--- src/rtl/effect_pkg.sv ---
// Shared definitions for the effect parameter controller: FSM states,
// one-hot status bit positions and the effect slot numbering.
package effect_pkg;

  typedef enum logic [2:0] {
    ST_INIT,
    ST_PLAY,
    ST_SET,
    ST_RECD,
    ST_LOOP
  } state_e;

  localparam int OH_INIT = 0;
  localparam int OH_PLAY = 1;
  localparam int OH_SET  = 2;
  localparam int OH_RECD = 3;
  localparam int OH_LOOP = 4;

  localparam int GATE = 0;
  localparam int COMP = 1;
  localparam int DIST = 2;
  localparam int EQ_B = 3;
  localparam int EQ_T = 4;
  localparam int TREM = 5;
  localparam int CHOR = 6;
  localparam int DEL  = 7;

  function automatic logic [4:0] state_onehot(input state_e s);
    logic [4:0] oh;
    oh = '0;
    case (s)
      ST_INIT: oh[OH_INIT] = 1'b1;
      ST_PLAY: oh[OH_PLAY] = 1'b1;
      ST_SET:  oh[OH_SET]  = 1'b1;
      ST_RECD: oh[OH_RECD] = 1'b1;
      ST_LOOP: oh[OH_LOOP] = 1'b1;
      default: oh = '0;
    endcase
    return oh;
  endfunction

endpackage

--- src/rtl/key_edge.sv ---
// Rising-edge detector for one debounced key; the previous level resets
// high so a key held through reset produces no event.
module key_edge (
  input  logic i_clk,
  input  logic i_rst,
  input  logic i_key,
  output logic o_evt
);

  logic prev_q;

  always_ff @(posedge i_clk) begin
    if (i_rst) prev_q <= 1'b1;
    else       prev_q <= i_key;
  end

  assign o_evt = i_key & ~prev_q;

endmodule

--- src/rtl/effect_param_ctrl.sv ---
// Front-panel controller: edits effect parameters in SET mode and drives
// loop-memory record/playback strobes in step with the sample tick.
module effect_param_ctrl
  import effect_pkg::*;
#(
  parameter  int NUM_FX = 8,
  parameter  int PW     = 3,
  parameter  int AW     = 20,
  parameter  int WRAP   = 1,
  localparam int SW     = $clog2(NUM_FX)
) (
  input  logic                 i_clk,
  input  logic                 i_rst,
  input  logic                 i_init_done,
  input  logic                 i_key_inc,
  input  logic                 i_key_dec,
  input  logic                 i_key_loop,
  input  logic                 i_key_mode,
  input  logic [SW-1:0]        i_sel,
  input  logic                 i_sample_tick,
  output logic [NUM_FX*PW-1:0] o_params,
  output logic [PW-1:0]        o_cur_val,
  output logic [4:0]           o_state,
  output logic                 o_rec_we,
  output logic                 o_play_re,
  output logic [AW-1:0]        o_addr,
  output logic [AW-1:0]        o_loop_len
);

  localparam logic [AW-1:0] MAX_LEN = {AW{1'b1}};
  localparam logic [PW-1:0] MAX_P   = {PW{1'b1}};

  logic inc_evt, dec_evt, loop_evt, mode_evt;

  key_edge u_inc  (.i_clk(i_clk), .i_rst(i_rst), .i_key(i_key_inc),  .o_evt(inc_evt));
  key_edge u_dec  (.i_clk(i_clk), .i_rst(i_rst), .i_key(i_key_dec),  .o_evt(dec_evt));
  key_edge u_loop (.i_clk(i_clk), .i_rst(i_rst), .i_key(i_key_loop), .o_evt(loop_evt));
  key_edge u_mode (.i_clk(i_clk), .i_rst(i_rst), .i_key(i_key_mode), .o_evt(mode_evt));

  state_e        state_q, state_d;
  logic [AW-1:0] cnt_q, cnt_d;
  logic [AW-1:0] len_q, len_d;
  logic [AW-1:0] addr_q, addr_d;
  logic          we_q, we_d;
  logic          re_q, re_d;
  logic [PW-1:0] param_q [NUM_FX];
  logic [PW-1:0] param_d [NUM_FX];
  logic          sel_ok;

  assign sel_ok = (int'(i_sel) < NUM_FX);

  function automatic logic [PW-1:0] step_param(input logic [PW-1:0] v, input logic up);
    if (up) return (v == MAX_P) ? ((WRAP != 0) ? '0 : MAX_P) : v + 1'b1;
    else    return (v == '0)    ? ((WRAP != 0) ? MAX_P : '0) : v - 1'b1;
  endfunction

  always_ff @(posedge i_clk) begin
    if (i_rst) begin
      state_q <= ST_INIT;
      cnt_q   <= '0;
      len_q   <= '0;
      addr_q  <= '0;
      we_q    <= 1'b0;
      re_q    <= 1'b0;
      param_q <= '{default: '0};
    end else begin
      state_q <= state_d;
      cnt_q   <= cnt_d;
      len_q   <= len_d;
      addr_q  <= addr_d;
      we_q    <= we_d;
      re_q    <= re_d;
      param_q <= param_d;
    end
  end

  // A tick is always handled by the current state, even when a key event
  // moves the FSM away on the same edge; entry clears then override cnt.
  always_comb begin
    state_d = state_q;
    cnt_d   = cnt_q;
    len_d   = len_q;
    addr_d  = addr_q;
    we_d    = 1'b0;
    re_d    = 1'b0;
    param_d = param_q;
    case (state_q)
      ST_INIT: begin
        if (i_init_done) state_d = ST_PLAY;
      end
      ST_PLAY: begin
        if (mode_evt) begin
          state_d = ST_SET;
        end else if (loop_evt) begin
          state_d = ST_RECD;
          cnt_d   = '0;
          len_d   = '0;
        end
      end
      ST_SET: begin
        if (mode_evt) state_d = ST_PLAY;
        if (sel_ok && (inc_evt ^ dec_evt))
          param_d[i_sel] = step_param(param_q[i_sel], inc_evt);
      end
      ST_RECD: begin
        if (i_sample_tick) begin
          we_d   = 1'b1;
          addr_d = cnt_q;
          cnt_d  = cnt_q + 1'b1;
          len_d  = cnt_q + 1'b1;
        end
        if (i_sample_tick && (cnt_q == MAX_LEN - 1'b1)) begin
          state_d = ST_LOOP;
          cnt_d   = '0;
        end else if (loop_evt) begin
          state_d = (len_q != '0) ? ST_LOOP : ST_PLAY;
          cnt_d   = '0;
        end
      end
      ST_LOOP: begin
        if (i_sample_tick) begin
          re_d   = 1'b1;
          addr_d = cnt_q;
          cnt_d  = (cnt_q == len_q - 1'b1) ? '0 : cnt_q + 1'b1;
        end
        if (loop_evt) state_d = ST_PLAY;
      end
      default: state_d = ST_INIT;
    endcase
  end

  for (genvar k = 0; k < NUM_FX; k++) begin : g_params
    assign o_params[k*PW +: PW] = param_q[k];
  end

  assign o_cur_val  = (state_q == ST_SET && sel_ok) ? param_q[i_sel] : '0;
  assign o_state    = state_onehot(state_q);
  assign o_rec_we   = we_q;
  assign o_play_re  = re_q;
  assign o_addr     = addr_q;
  assign o_loop_len = len_q;

endmodule

--- config.mk ---
export PLATFORM = sky130hd
export DESIGN_NAME = effect_param_ctrl
export DESIGN_NICKNAME = d
export VERILOG_FILES = /design/src/rtl/effect_pkg.sv /design/src/rtl/key_edge.sv /design/src/rtl/effect_param_ctrl.sv
export SDC_FILE = /design/constraint.sdc
export NUM_CORES = 1
export LEC_CHECK = 0
export BUFFER_PORTS_ARGS = -buffer_cell sky130_fd_sc_hd__buf_2
export CORE_MARGIN = 2
export CORE_UTILIZATION = 45
export DETAILED_ROUTE_END_ITERATION = 10
export GPL_TIMING_DRIVEN = 1
export PLACE_DENSITY = 0.73
export SLEW_MARGIN = 10
export SYNTH_ARGS = -nofsm -noshare
export SYNTH_HDL_FRONTEND = slang
export SYNTH_SLANG_ARGS = --single-unit
--- constraint.sdc ---
create_clock -name i_clk -period 4.7 [get_ports i_clk]
set_clock_uncertainty 0.2 [all_clocks]
set_input_delay 0.705 -clock i_clk [delete_from_list [all_inputs] [get_ports i_clk]]
set_output_delay 0.705 -clock i_clk [all_outputs]
set_load 0.02 [all_outputs]
== Yosys cells after proc, flatten, opt, wreduce, memory -nomap -nowiden ==
Index checks and enable logic that the tools add are counted.
Cells by class
  divide/modulo/power cells: 0
  order comparisons: 2
  add/subtract/negate cells: 4
  multiply operators: 0
  bitwise gates (word level): 12
  eq/ne operators: 17
  shift operators: 0
  reduce and logical (&&, ||, !) cells: 15
  muxes and demuxes: 36
Operators with widths (number)
  two-way mux 20 bit: 7
  one-hot mux 20 bit (3 select lines): 1
  two-way mux 3 bit: 17
  one-hot mux 20 bit (2 select lines): 1
  bitwise mux 24 bit: 1
  adder 20 x 1 -> 20 bit, second input constant: 1
  == test 20 bit: 1
  == test 20 bit, second input constant: 1
  nonzero test 20 bit: 1
  subtractor 20 x 1 -> 20 bit, second input constant: 1
  one-hot mux 3 bit (5 select lines): 1
  inequality test 2 bit, second input constant: 7
  AND reduction 5 bit: 2
  binary-select mux 3 bit (select 3 bit): 1
  demux 3 bit (select 3 bit): 1
  == test 3 x 2 -> 1 bit, second input constant: 2
  == test 3 bit, second input constant: 2
  zero test 3 bit: 2
  two-way mux 1 bit: 6
  inequality test 3 bit, second input constant: 2
  NOT 1 bit: 6
  OR reduction 2 bit: 3
  bitwise AND 1 bit: 4
  greater-or-equal comparator 4 bit, second input constant: 1
  other kinds (12): 14
Word-level totals
  input bits: 11
  bits in writable memories: 0
  memories kept: 0
  output and inout port bits: 74
  bits in latches: 0
  flip-flop bits (word level): 93
  logic and storage cells: 104
  ROM bits: 0

== Longest topological paths before layout ==
Gate-level depths: netlist of the first run.
  word-level depth: 10
  gate-level depth with buffers: 13
  gate-level depth less buffers: 12

== By module ==
From an unflattened synthesis of the first run, not the netlist that was laid out.
Second synthesis, totals
  cells, all modules: 671
  area total of the unflattened synthesis: 5111.2 sq um
By module, submodules not included
  effect_param_ctrl: cells an instance 659, seq. area each 1781.7 sq um, area an instance 4981.0 sq um, times used 1
  key_edge: cells an instance 3, seq. area each 20.0 sq um, area an instance 32.5 sq um, times used 4

== Worst setup path after synthesis of the first run ==
Ideal clock, no wire load.
  kind: input port to flip-flop
  from: in i_sel[2]
  to: reg param_q (netlist bit o_params[11])
  arrival time: 2847 ps
  cell stages on the path: 11
  data required time: 4435 ps
  setup time: 65 ps
  path slack: 1588 ps
  path buffers: 2
  cell sequence: clkbuf_1 -> clkbuf_1 -> mux4_2 -> mux2i_1 -> inv_1 -> ha_1 -> ha_1 -> nor2_1 -> a21oi_1 -> mux2i_1 -> nor2_1
On the way
  cells in the longest elaborated chain, start to end: 10
Ends and longest elaborated chain
  from (decl): RTL line effect_param_ctrl.sv:19  | input logic [SW-1:0] i_sel,
  NOT 3 -> 4 bit (implied by the code) *: RTL line effect_param_ctrl.sv:103  | param_d[i_sel] = step_param(param_q[i_sel], inc_evt);
  binary-select mux 3 bit (select 3 bit): RTL line effect_param_ctrl.sv:103
  two-way mux 3 bit (implied by the code) (2 in series): RTL line effect_param_ctrl.sv:103
  subtractor 3 x 1 -> 3 bit, or another cell as far along: RTL line effect_param_ctrl.sv:54  | else return (v == '0) ? ((WRAP != 0) ? MAX_P : '0) : v - 1'b1;
  two-way mux 3 bit, on equally long branches: RTL line effect_param_ctrl.sv:54, effect_param_ctrl.sv:53
  two-way mux 3 bit: RTL line effect_param_ctrl.sv:53  | if (up) return (v == MAX_P) ? ((WRAP != 0) ? '0 : MAX_P) : v + 1'b1;
  two-way mux 3 bit: RTL line effect_param_ctrl.sv:102  | if (sel_ok && (inc_evt ^ dec_evt))
  two-way mux 3 bit: RTL line effect_param_ctrl.sv:87  | case (state_q)
  bitwise mux 24 bit *: RTL line effect_param_ctrl.sv:103
  to (signal assigned): RTL line effect_param_ctrl.sv:73  | param_q <= param_d;
  to (decl): RTL line effect_param_ctrl.sv:46  | logic [PW-1:0] param_q [NUM_FX];
Mark *: on every way between the ends. The rest lies on a longest branch, timed or not. The select of a mux whose other input is x is not followed.
A chain may end at the register's enable or synchronous reset.

== Worst setup path after layout of the first run ==
  from: reg len_q[10], in the netlist o_loop_len[10]
  to: reg cnt_q[12]
On the way
  cells in the longest elaborated chain, start to end: 5
Ends and longest elaborated chain
  from (decl): RTL line effect_param_ctrl.sv:42  | logic [AW-1:0] len_q, len_d;
  from (signal assigned): RTL line effect_param_ctrl.sv:69  | len_q <= len_d;
  subtractor 20 x 1 -> 20 bit: RTL line effect_param_ctrl.sv:124  | cnt_d = (cnt_q == len_q - 1'b1) ? '0 : cnt_q + 1'b1;
  == test 20 bit: RTL line effect_param_ctrl.sv:124
  two-way mux 20 bit: RTL line effect_param_ctrl.sv:124
  two-way mux 20 bit: RTL line effect_param_ctrl.sv:121  | if (i_sample_tick) begin
  one-hot mux 20 bit (3 select lines): RTL line effect_param_ctrl.sv:87
  to (signal assigned): RTL line effect_param_ctrl.sv:68  | cnt_q <= cnt_d;
  to (decl): RTL line effect_param_ctrl.sv:41  | logic [AW-1:0] cnt_q, cnt_d;
Every way passes these cells. The select of a mux whose other input is x is not followed.

==> summary.txt, run 1 <==
Placement
  – Routability cong.: 0.9106
  – IO buf count: 84
  – Post-DP HPWL: 9.310 mm
  – Placed inst area: 5368 um2

Floorplan
  – Starting density of the core: 45.93%
  – Chip height: ~110 um
  – Die Wd: 109.0 um
  – Die area: roughly 12,000 um2
  – Site Rows: 38
  – Boundary Pins: between 80 and 90
  – Core Box Area: around 11,000 um2

Global route
  – Tot GR Track Use: 22.05%
  – First-pass GRT wire length: 21.02 mm
  – GR Overflow Total: 0
  – Number of global-route vias before repair: 4,209
  – Initial antenna violation count: 0
  – Largest net degree at the start of global routing: 91

Timing
  – Tightest Pin Transition: 1.048 ns
  – Hold Fails Final Rpt: 0
  – Unrepaired setup endpoints after global routing: no
  – Crit path time final: about 3.4 ns
  – Post-Route Setup TNS: 0 ns
  – Slew margin rel.: 29.64%
  – Pins Over Slew Limit: 0
  – Fin crit share: 72.12%
  – Setup violations, final: 0
  – Highest clock rate: ~290 MHz

Flow run
  – Maxcap violations: 0

Finish
  – Filler cells: 1,013
  – Synth-to-layout area growth: 13.00%
  – FF/Latch Area: around 1900 um2
  – Area occupied by multi-input gates: 2840 um2
  – Final Instance Area: approximately 5600 um2
  – Antenna diode count: 0
  – Nets: 685
  – Layout cell share with drive strength beyond 1: 17.26%

Drt
  – DR WL/cell: 16.20 um
  – DRT Pass-1 Iters: 5
  – # DRC: 0
  – Via count: about 4,700
  – Total wire length: 13.16 mm
  – Post-route ant nets: 0
  – Vias per cell: 5.840
  – DRT iter0 DRCs: roughly 420

Setup path
  – Crit end category: register
  – Critical-path top delay cell: or4_4
  – Critical path fanouts, max: 32
  – Launch point of the worst reg-to-reg path: o_loop_len[10]$_SDFFE_PP0P_
  – Reg2reg setup slack: 1.31 ns
  – Crit path largest cell delay: 0.60 ns
  – Register-to-Register Path Depth: 8
  – Buf/Inv on CP: 0
  – CP top delay family: simple AND/OR/NAND/NOR gates
  – Crit Path Class: register to register
  – Worst EP required: approximately 4.7 ns
  – Worst Path Arrival: ~3.4 ns
  – Crit Reg-Reg Endpoint: cnt_q[12]$_SDFFE_PP0P_
  – Worst-path cell chain: or4_4, or4_1, a2111oi_2, o2111ai_1, nor4_2, o211ai_4, a41oi_1, a31oi_1
  – Crit path launch type: register

Logic synthesis
  – Post-synth EDFFs: 0
  – Commonest cells post-synth: dfxtp_1, nor2_1, nand2_1
  – Ys flop type: dfxtp_1
  – Ranking of synthesized cells by area: dfxtp_1, nor2_1, xnor2_1
  – Syn_nets: 639
  – Sequential area share after synthesis: between 30 and 40%
  – FF+latch count, synth: a little over 90
  – Avg Inst Size Synth: 7.983 um2
  – Area leader, netlist: dfxtp_1
  – Most common cell in the netlist: dfxtp_1
  – Distinct cells, synth: 52
  – Post-Synthesis Cells: 621
  – Netlist Area Pre-Place: 4957 um2
  – Yosys warns: 0
  – Top cell type's share of synthesized area: 37.56%
  – FFs w/ async S/R, synth: 0%

Clocking
  – Clk buf depth: 2
  – H-tree depth: 3
  – Cts repair resizes: 0
  – CTS Sinks: a little over 90
  – Worst skew pair latency: 0.36 ns
  – Post-CTS setup buffers: 0
  – Clock transition at the registers of the reported paths: 0.10 ns
  – TritonCTS clock tree: built
  – CTS Root Cell: clkbuf_8
  – Cts hold-fix bufs: 0
  – CTS Buf Count: 9

Power and ir drop
  – LEAKAGE: 2.236 nW
  – Total power: 1.527 mW
  – Pwr Density: 272.6 nW/um2
  – Peak supply drop: 151.7 uV

Worst hold path
  – Worst hold path class: register to register
  – Hold Crit Endpoint: o_addr[12]$_SDFFE_PP0P_
  – Hold depth: 2
  – Hold Crit Start: o_addr[12]$_SDFFE_PP0P_

Outcome
  – Status: finished clean
==> stage by stage <==
step	worst slack [ns]	utilization, %	std cells	hold WS (ns)
after floorplan	1.588	-	621	0.2700
after global placement	1.239	49.73	796	0.2417
after detailed placement	1.023	49.73	796	0.2491
after CTS	1.087	51.82	812	0.2618
after global routing	1.095	51.90	812	0.2873
final	1.310	51.90	812	0.2623
==> sequential cells by signal, indices dropped and copies added (netlist names) <==
signal and count:
state_q 3, u_inc.prev_q 1, o_loop_len 20, o_rec_we 1, o_play_re 1, cnt_q 20
o_params 24, u_mode.prev_q 1, u_loop.prev_q 1, u_dec.prev_q 1, o_addr 20
==> worst max-delay path by stage <==
stage	to	slack, ns	startpoint	depth (start not counted)
floorplan	o_params[11]$_SDFFE_PP0P_	1.59	i_sel[2]	11
global placement	cnt_q[5]$_SDFFE_PP0P_	1.24	o_loop_len[10]$_SDFFE_PP0P_	8
detailed placement	o_params[5]$_SDFFE_PP0P_	1.02	i_sel[1]	13
CTS	cnt_q[12]$_SDFFE_PP0P_	1.09	o_loop_len[10]$_SDFFE_PP0P_	8
global route	o_params[5]$_SDFFE_PP0P_	1.09	i_sel[1]	13
finish	cnt_q[12]$_SDFFE_PP0P_	1.31	o_loop_len[10]$_SDFFE_PP0P_	8
==> cells in the final DEF, fill, tap and decap left out, types with 7 or more instances in the layout <==
cell	instances
a21oi_1	35
a31oi_1	15
nand2_1	70
nor3_1	29
nand2b_1	12
xnor2_1	32
a22oi_1	21
dfxtp_1	93
inv_1	13
clkbuf_8	10
nand3_1	15
a211oi_1	8
ha_1	7
buf_2	84
nor2_1	85
xor2_1	14
nor4_1	9
mux2i_1	24
nand4_1	11
==> routing by layer <==
metal / up-vias / track usage [%] / share of wire [%]
met2: 193 / 33.19 / 46
met4: 0 / 5.403 / 0.87
met5: - / 0 / 0
met1: 2254 / 32.29 / 46
met3: 12 / 4.304 / 7.4
li1: 2283 / - / -
==> cells by family (layout without fill, tap and decap cells) <==
logic type / count (synthesis) / in the layout / share of synthesized area, %
xor gates and xnor gates: 46 / 46 / 8.127
adders and majority gates: 7 / 7 / 1.767
and+or+nand+nor: 262 / 262 / 24.76
AOI/OAI and AO/OA: 120 / 120 / 16.48
muxes: 27 / 27 / 5.982
buffers and inverters: 66 / 117 / 5.326
DFF: 93 / 93 / 37.56
==> power breakdown <==
part           total (mW)  internal, mW  leakage [nW]  switching [mW]
logic               0.120        0.0378          1.38          0.0826
clock network       0.604         0.316         0.106           0.289
registers           0.802         0.794         0.750         0.00857
==> worst register-to-register path: cells and delay by family, from the launching register on <==
family / cells / cell delay [ns]
simple gates: 3 / 1.36
compound gates: 5 / 1.29
flops: 1 / 0.39
==> area by class of cell <==
class / count / area share [%]
clock inverter: 5 / 1.497
sequential: 93 / 33.24
tap: 140 / 3.127
multi-input combinational: 462 / 50.70
clock buffer: 11 / 2.524
inverter: 13 / 0.8711
timing repair buffer: 88 / 8.041
Power figures use the tool's default switching activity.
==> run 2: changes to the inputs <==
- ABC_AREA: unset -> 1
- clock period: 4.7 -> 3.2 ns (I/O delays scaled with it)
==> run 2 against run 1 <==
Clock power increased by 110%; register-to-register slack got worse by 0.81 ns; the run now ends with design-rule violations left; sequential share of layout area decreased by 3.4 points; critical path type unchanged; global-route usage increased by 1.3 points; sequential power increased by 53%; largest cell class unchanged; combinational power increased to 5.4 times the previous value.
==> summary.txt, run 2 <==
Timing
  – Unrepaired setup endpoints after global routing: no
  – Hold Fails Final Rpt: 0 (unchanged)
  – Slew margin rel.: 53.67% (+24 points)
  – Highest clock rate: 369.8 MHz (+25%)
  – Crit path time final: 2.705 ns (-0.6853 ns)
  – Tightest Pin Transition: 0.6919 ns (-0.3565 ns)
  – Post-Route Setup TNS: 0 ns (unchanged)
  – Fin crit share: 84.52% (+12 points)
  – Worst Slack Setup Final: 0.4955 ns (-0.8147 ns)
  – Setup violations, final: 0 (unchanged)
  – Pins Over Slew Limit: 0 (unchanged)

Power and ir drop
  – Pint: 2.170 mW (+89%)
  – Clock power share: 40.4% (+0.8 points)
  – Comb power frac: 20.5% (+13 points)
  – Sw Pwr: 0.9771 mW (+160%)
  – LEAKAGE: 2.971 nW (+33%)
  – Total power: 3.147 mW (+110%)
  – Peak supply drop: 305.0 uV (+100%)
  – Net Sw Frac: 31.05% (+6.2 points)
  – Seq pwr share: 39.1% (-13 points)
  – Pwr Density: 503.9 nW/um2 (+85%)

Logic synthesis
  – Distinct cells, synth: 43 (-17%)
  – Sequential area share after synthesis: 34.70% (-2.9 points)
  – Post-Synthesis Cells: 775 (+25%)
  – Most common cell in the netlist: nand2_1
  – Top cell type's share of synthesized area: 34.70% (-2.9 points)
  – Yosys warns: 0 (unchanged)
  – Post-synth EDFFs: 0 (unchanged)
  – Avg Inst Size Synth: 6.923 um2 (-13%)
  – Commonest cells post-synth: nand2_1, inv_1, dfxtp_1
  – FFs w/ async S/R, synth: 0% (unchanged)
  – Area leader, netlist: dfxtp_1
  – Ranking of synthesized cells by area: dfxtp_1, nand2_1, inv_1
  – Netlist Area Pre-Place: 5365 um2 (+8.2%)
  – Syn_nets: 793 (+24%)
  – FF+latch count, synth: 93 (unchanged)
  – Ys flop type: dfxtp_1

Placement
  – Post-DP HPWL: 10.76 mm (+16%)
  – IO buf count: 84 (unchanged)
  – Routability cong.: 0.9510 (+4.4%)
  – Setup WS pre-CTS: 0.4871 ns (-0.5358 ns)
  – Inst Count DP: 984 (+24%)

Global route
  – Tot GR Track Use: 23.31% (+1.3 points)
  – First-pass GRT wire length: 23.96 mm (+14%)
  – Initial antenna violation count: 0 (unchanged)
  – Largest net degree at the start of global routing: 36 (-60%)
  – Number of global-route vias before repair: 4,830 (+15%)
  – GR Overflow Total: 0 (unchanged)

Clocking
  – Worst skew pair latency: 0.35 ns (about the same)
  – CTS Root Cell: clkbuf_16
  – Clk buf depth: 2 (unchanged)
  – Post-CTS setup buffers: 0 (unchanged)
  – Cts repair resizes: 0 (unchanged)
  – TritonCTS clock tree: built
  – CTS Sinks: 93 (unchanged)
  – CTS Buf Count: 9 (unchanged)
  – H-tree depth: 3 (unchanged)
  – Clock transition at the registers of the reported paths: 0.07 ns (-0.03 ns)
  – Cts hold-fix bufs: 0 (unchanged)

Finish
  – Nets: 870 (+27%)
  – Antenna diode count: 0 (unchanged)
  – Commonest cells after routing, fill and taps aside: nand2_1, inv_1, dfxtp_1
  – Synth-to-layout area growth: 16.39%
  – Filler cells: 1,133 (+12%)
  – Max reg flops: 24 (unchanged)
  – Commonest non-fill, non-tap cell in the layout: nand2_1
  – Post-route insts no fill: 1,000 (+23%)
  – Layout cell share with drive strength beyond 1: 22.40% (+5.1 points)

Drt
  – Vias per cell: 5.210 (-11%)
  – DRT iter0 DRCs: 366 (-13%)
  – Via count: 5,210 (+9.9%)
  – DR WL/cell: 14.47 um (-11%)
  – Total wire length: 14.47 mm (+10%)
  – DRT Pass-1 Iters: 8 (+3)
  – Post-route ant nets: 0 (unchanged)
  – # DRC: 5 (+5)

Setup path
  – Crit Path Class: register to register
  – Launch point of the worst reg-to-reg path: o_loop_len[0]$_SDFFE_PP0P_
  – Crit path from: o_loop_len[0]$_SDFFE_PP0P_
  – Register-to-Register Path Depth: 16 (+8)
  – Worst EP required: 3.28 ns (-1.44 ns)
  – Crit path to: cnt_q[7]$_SDFFE_PP0P_
  – Worst Path Arrival: 2.79 ns (-0.62 ns)
  – Crit path launch type: register
  – Crit Reg-Reg Endpoint: cnt_q[7]$_SDFFE_PP0P_
  – Reg2reg setup slack: 0.50 ns (-0.81 ns)
  – Critical path fanouts, max: 20 (-38%)
  – Crit end category: register

Worst hold path
  – Worst hold path class: primary input to register
  – Hold Crit Start: i_key_inc
  – Hold depth: 3 (+1)

Floorplan
  – Starting density of the core: 46.59% (+0.66 points)
  – Die area: 12,810 um2 (+7.9%)
  – Core Box Area: 11,520 um2 (+6.7%)
  – Boundary Pins: 85 (unchanged)
  – Chip height: 113.2 um (+3.9%)
  – Site Rows: 39 (+2.6%)
  – Die Wd: 113.2 um (+3.9%)

Outcome
  – Failing checks: design-rule violations
  – Status: finished with violations

Flow run
  – Maxcap violations: 0 (unchanged)
[run 2: worst min path at each step]
stage,end
global placement,o_params[2]$_SDFFE_PP0P_
detailed placement,o_params[8]$_SDFFE_PP0P_
global route,u_inc.prev_q$_SDFF_PP1_
floorplan,o_loop_len[0]$_SDFFE_PP0P_
finish,u_inc.prev_q$_SDFF_PP1_
CTS,u_inc.prev_q$_SDFF_PP1_
[run 2: per-stage QoR]
step	hold WS, ns	cell area, um2	util [%]
finish	0.1146	6245	54.23
floorplan	0.2784	5365	-
global route	0.1146	6245	54.23
detailed placement	0.2582	5889	51.14
global placement	0.2527	5889	51.14
CTS	0.1106	6245	54.23
[run 2: area by class of cell]
class | instances | area (um2) | area share [%]
Clock buffer | 10 | 239.0 | 3.827
Tap cell | 143 | 178.9 | 2.865
Clock inverter | 6 | 116.4 | 1.863
Multi-Input combinational cell | 539 | 2929 | 46.90
Inverter | 117 | 439.2 | 7.033
Timing Repair Buffer | 92 | 480.5 | 7.694
Sequential cell | 93 | 1862 | 29.81
[run 2: power by group through the flow]
stage | registers, mW | logic (mW) | clock network (mW)
after floorplan | 1.30 | 0.429 | 0
after global placement | 1.26 | 0.635 | 0
after detailed placement | 1.26 | 0.641 | 0
after CTS | 1.23 | 0.643 | 1.29
after global routing | 1.24 | 0.715 | 1.35
final | 1.23 | 0.644 | 1.27
[run 2: metal layers]
metal  part of all wire [%]  global-route usage, %  vias up
met4                    1.5                  7.154        0
met5                      0                      0        -
met3                    6.6                  4.981       18
li1                       -                      -     2637
met2                     45                  35.65      152
met1                     47                  32.98     2403
[run 2: cell families after synthesis]
| kind of cell | count (synthesis) | share of synthesized area [%] |
|---|---|---|
| AO/OA/AOI/OAI | 143 | 15.63 |
| AND/OR/NAND/NOR | 361 | 32.63 |
| flip-flops | 93 | 34.70 |
| buffers and inverters | 143 | 10.70 |
| adder cells (fa/ha/maj) | 7 | 1.632 |
| XOR/XNOR | 28 | 4.711 |
[run 2: critical path, stage by stage (launching register included)]
cell and delay (ns):
dfxtp_1 0.32, inv_1 0.13, ha_1 0.28, nand3_4 0.15, nor2_8 0.18, nand2_4 0.08, nor2_4 0.10, nand3_2 0.07
nand2_1 0.06, nand2_1 0.04, nand2_1 0.05, nor2_1 0.04, nand2_1 0.05, nand2_1 0.05, nand2_2 0.51, nand3_2 0.15
a21oi_2 0.15
==> run 3: changes to the inputs <==
- ABC_AREA: 1 -> 0
- clock period: 3.2 -> 2.8 ns (I/O delays scaled with it)
==> run 3 against run 2 <==
The flow finishes with violations (negative setup slack); sequential power is 9.8% higher; count of clock-buffer cells in the layout fell by 1; non-clock buffer count increased by 61; critical path depth fell by 6; utilization rose by 3.9 points.
==> summary.txt, run 3 (synthesis gave the netlist of run 1 again) <==
Floorplan
  – Site Rows: 38 (-2.6%)
  – Starting density of the core: 45.93% (-0.66 points)
  – Die Wd: 109.0 um (-3.7%)
  – Boundary Pins: 85 (unchanged)
  – Die area: 11,870 um2 (-7.3%)
  – Core Box Area: 10,790 um2 (-6.3%)
  – Chip height: 109.0 um (-3.7%)

Setup path
  – Worst Path Arrival: 3.13 ns (+0.34 ns)
  – Critical-path top delay cell: or4_4
  – Crit Path Class: register to register
  – Crit end category: register
  – Worst-path cell chain: or4_4, or4_4, a2111oi_4, o2111ai_2, nor4_2, o211ai_2, buf_6, buf_8, nand4_1, a31oi_1
  – Critical path fanouts, max: 8 (-60%)
  – Worst EP required: 2.86 ns (-0.42 ns)
  – Crit path largest cell delay: 0.53 ns (+0.02 ns)
  – Crit path launch type: register
  – Worst path most repeated cell: or4_4

Placement
  – Routability cong.: 0.8948 (-5.9%)
  – IO buf count: 84 (unchanged)
  – Post-DP HPWL: 10.24 mm (-4.8%)

Finish
  – Commonest cells after routing, fill and taps aside: dfxtp_1, nor2_1, buf_2
  – Antenna diode count: 0 (unchanged)
  – Nets: 750 (-14%)
  – Commonest non-fill, non-tap cell in the layout: dfxtp_1
  – FF/Latch Area: 1871 um2 (+0.47%)
  – Filler cells: 961 (-15%)
  – Area occupied by multi-input gates: 2987 um2 (+2.0%)
  – Synth-to-layout area growth: 26.55%
  – Layout cell share with drive strength beyond 1: 27.95% (+5.5 points)
  – Max reg flops: 24 (unchanged)

Power and ir drop
  – LEAKAGE: 2.616 nW (-12%)
  – Total power: 2.542 mW (-19%)
  – Pwr Density: 405.3 nW/um2 (-20%)
  – Peak supply drop: 277.8 uV (-8.9%)

Global route
  – First-pass GRT wire length: 22.51 mm (-6.1%)
  – Initial antenna violation count: 0 (unchanged)
  – GR Overflow Total: 0 (unchanged)
  – Tot GR Track Use: 23.85% (+0.54 points)
  – Largest net degree at the start of global routing: 91 (+150%)
  – Number of global-route vias before repair: 4,696 (-2.8%)

Drt
  – Total wire length: 14.45 mm (-0.19%)
  – DRT Pass-1 Iters: 6 (-2)
  – DRT iter0 DRCs: 455 (+24%)
  – DR WL/cell: 16.47 um (+14%)
  – Post-route ant nets: 0 (unchanged)
  – Vias per cell: 5.739 (+10%)
  – Via count: 5,033 (-3.4%)
  – # DRC: 0 (-5)

Clocking
  – Clock transition at the registers of the reported paths: 0.10 ns (+0.03 ns)
  – Cts hold-fix bufs: 0 (unchanged)
  – Clk buf depth: 2 (unchanged)
  – CTS Root Cell: clkbuf_8
  – Worst skew pair latency: 0.37 ns (+0.02 ns)
  – CTS Buf Count: 9 (unchanged)
  – TritonCTS clock tree: built
  – H-tree depth: 3 (unchanged)
  – CTS Sinks: 93 (unchanged)

Timing
  – Tightest Pin Transition: 0.9371 ns (+0.2452 ns)
  – Highest clock rate: 325.2 MHz (-12%)
  – Crit path time final: 3.075 ns (+0.3702 ns)
  – Setup violations, final: 20 (+20)
  – Fin crit share: 109.8% (+25 points)
  – Unrepaired setup endpoints after global routing: yes
  – Slew margin rel.: 37.53% (-16 points)
  – Hold Slack: 0.03660 ns (-0.07799 ns)
  – Post-Route Setup TNS: -4.160 ns (-4.160 ns)
  – Worst Slack Setup Final: -0.2748 ns (-0.7702 ns)
  – Pins Over Slew Limit: 0 (unchanged)
  – Hold Fails Final Rpt: 0 (unchanged)

Flow run
  – Maxcap violations: 0 (unchanged)

Outcome
  – Status: finished with violations
  – Failing checks: negative setup slack

Worst hold path
  – Worst hold path class: primary input to register
[run 3: cell types whose count changed in the layout (fill, tap and decap cells not counted), moves of 20 or more]
cell,previous run,this run
o21ai_0,57,6
nand2_1,169,69
nand3_2,21,0
inv_1,108,13
buf_4,8,65
xnor2_1,6,32
mux2i_1,0,24
nor3_1,9,29
[run 3: path summary, 6_finish.rpt]
path	to	slack, ns	cells past startpoint	startpoint
min reg2reg	o_addr[14]$_SDFFE_PP0P_	0.26	2	o_addr[14]$_SDFFE_PP0P_
max reg2reg	cnt_q[11]$_SDFFE_PP0P_	-0.27	10	o_loop_len[11]$_SDFFE_PP0P_
min	u_mode.prev_q$_SDFF_PP1_	0.04	2	i_key_mode
max	cnt_q[11]$_SDFFE_PP0P_	-0.27	10	o_loop_len[11]$_SDFFE_PP0P_
[run 3: layout make-up]
class,count,share of cell area (%)
timing repair buffer,153,15.62
sequential,93,29.82
inverter,13,0.7778
clock inverter,7,1.416
tap,140,2.792
multi-input combinational,462,47.61
clock buffer,9,1.974
[run 3: worst max-delay path: cells and delay by family (launching register included)]
family                 cells  cell delay (ns)
flip-flops                 1             0.35
AND/OR/NAND/NOR            4             1.29
buffers and inverters      2             0.30
AO/OA/AOI/OAI              4             0.81
[run 3: repair_timing]
| item | 4_1_cts | 5_1_grt |
|---|---|---|
| cloned | 0 | 2 |
| endpoints found under the setup margin | 20 | 21 |
| resized for setup | 0 | 19 |
| buffers inserted | 0 | 1 |
| pin swaps | 1 | 3 |
[run 3: metrics by stage]
stage | std cells | instance area, um2 | setup WS, ns | util (%)
finish | 877 | 6274 | -0.2748 | 58.13
global route | 877 | 6274 | -0.4682 | 58.13
CTS | 874 | 6117 | -0.2092 | 56.68
detailed placement | 858 | 5904 | -0.2565 | 54.71
global placement | 858 | 5904 | -0.1422 | 54.71
floorplan | 621 | 5019 | -0.1272 | -
[run 3: metal layers]
metal	track usage, %	routed length (um)	vias to the layer above
li1	-	-	2407
met3	4.363	1027	25
met1	33.25	6525	2399
met5	0	0	-
met4	7.875	237	0
met2	37.13	6657	202
[run 3: power by group]
group          total, mW  leakage (nW)  internal (mW)  switching, mW
logic              0.223          1.76         0.0769          0.147
clock network      0.974         0.106          0.436          0.538
registers           1.35         0.752           1.33         0.0149
total               2.54          2.62           1.84          0.699
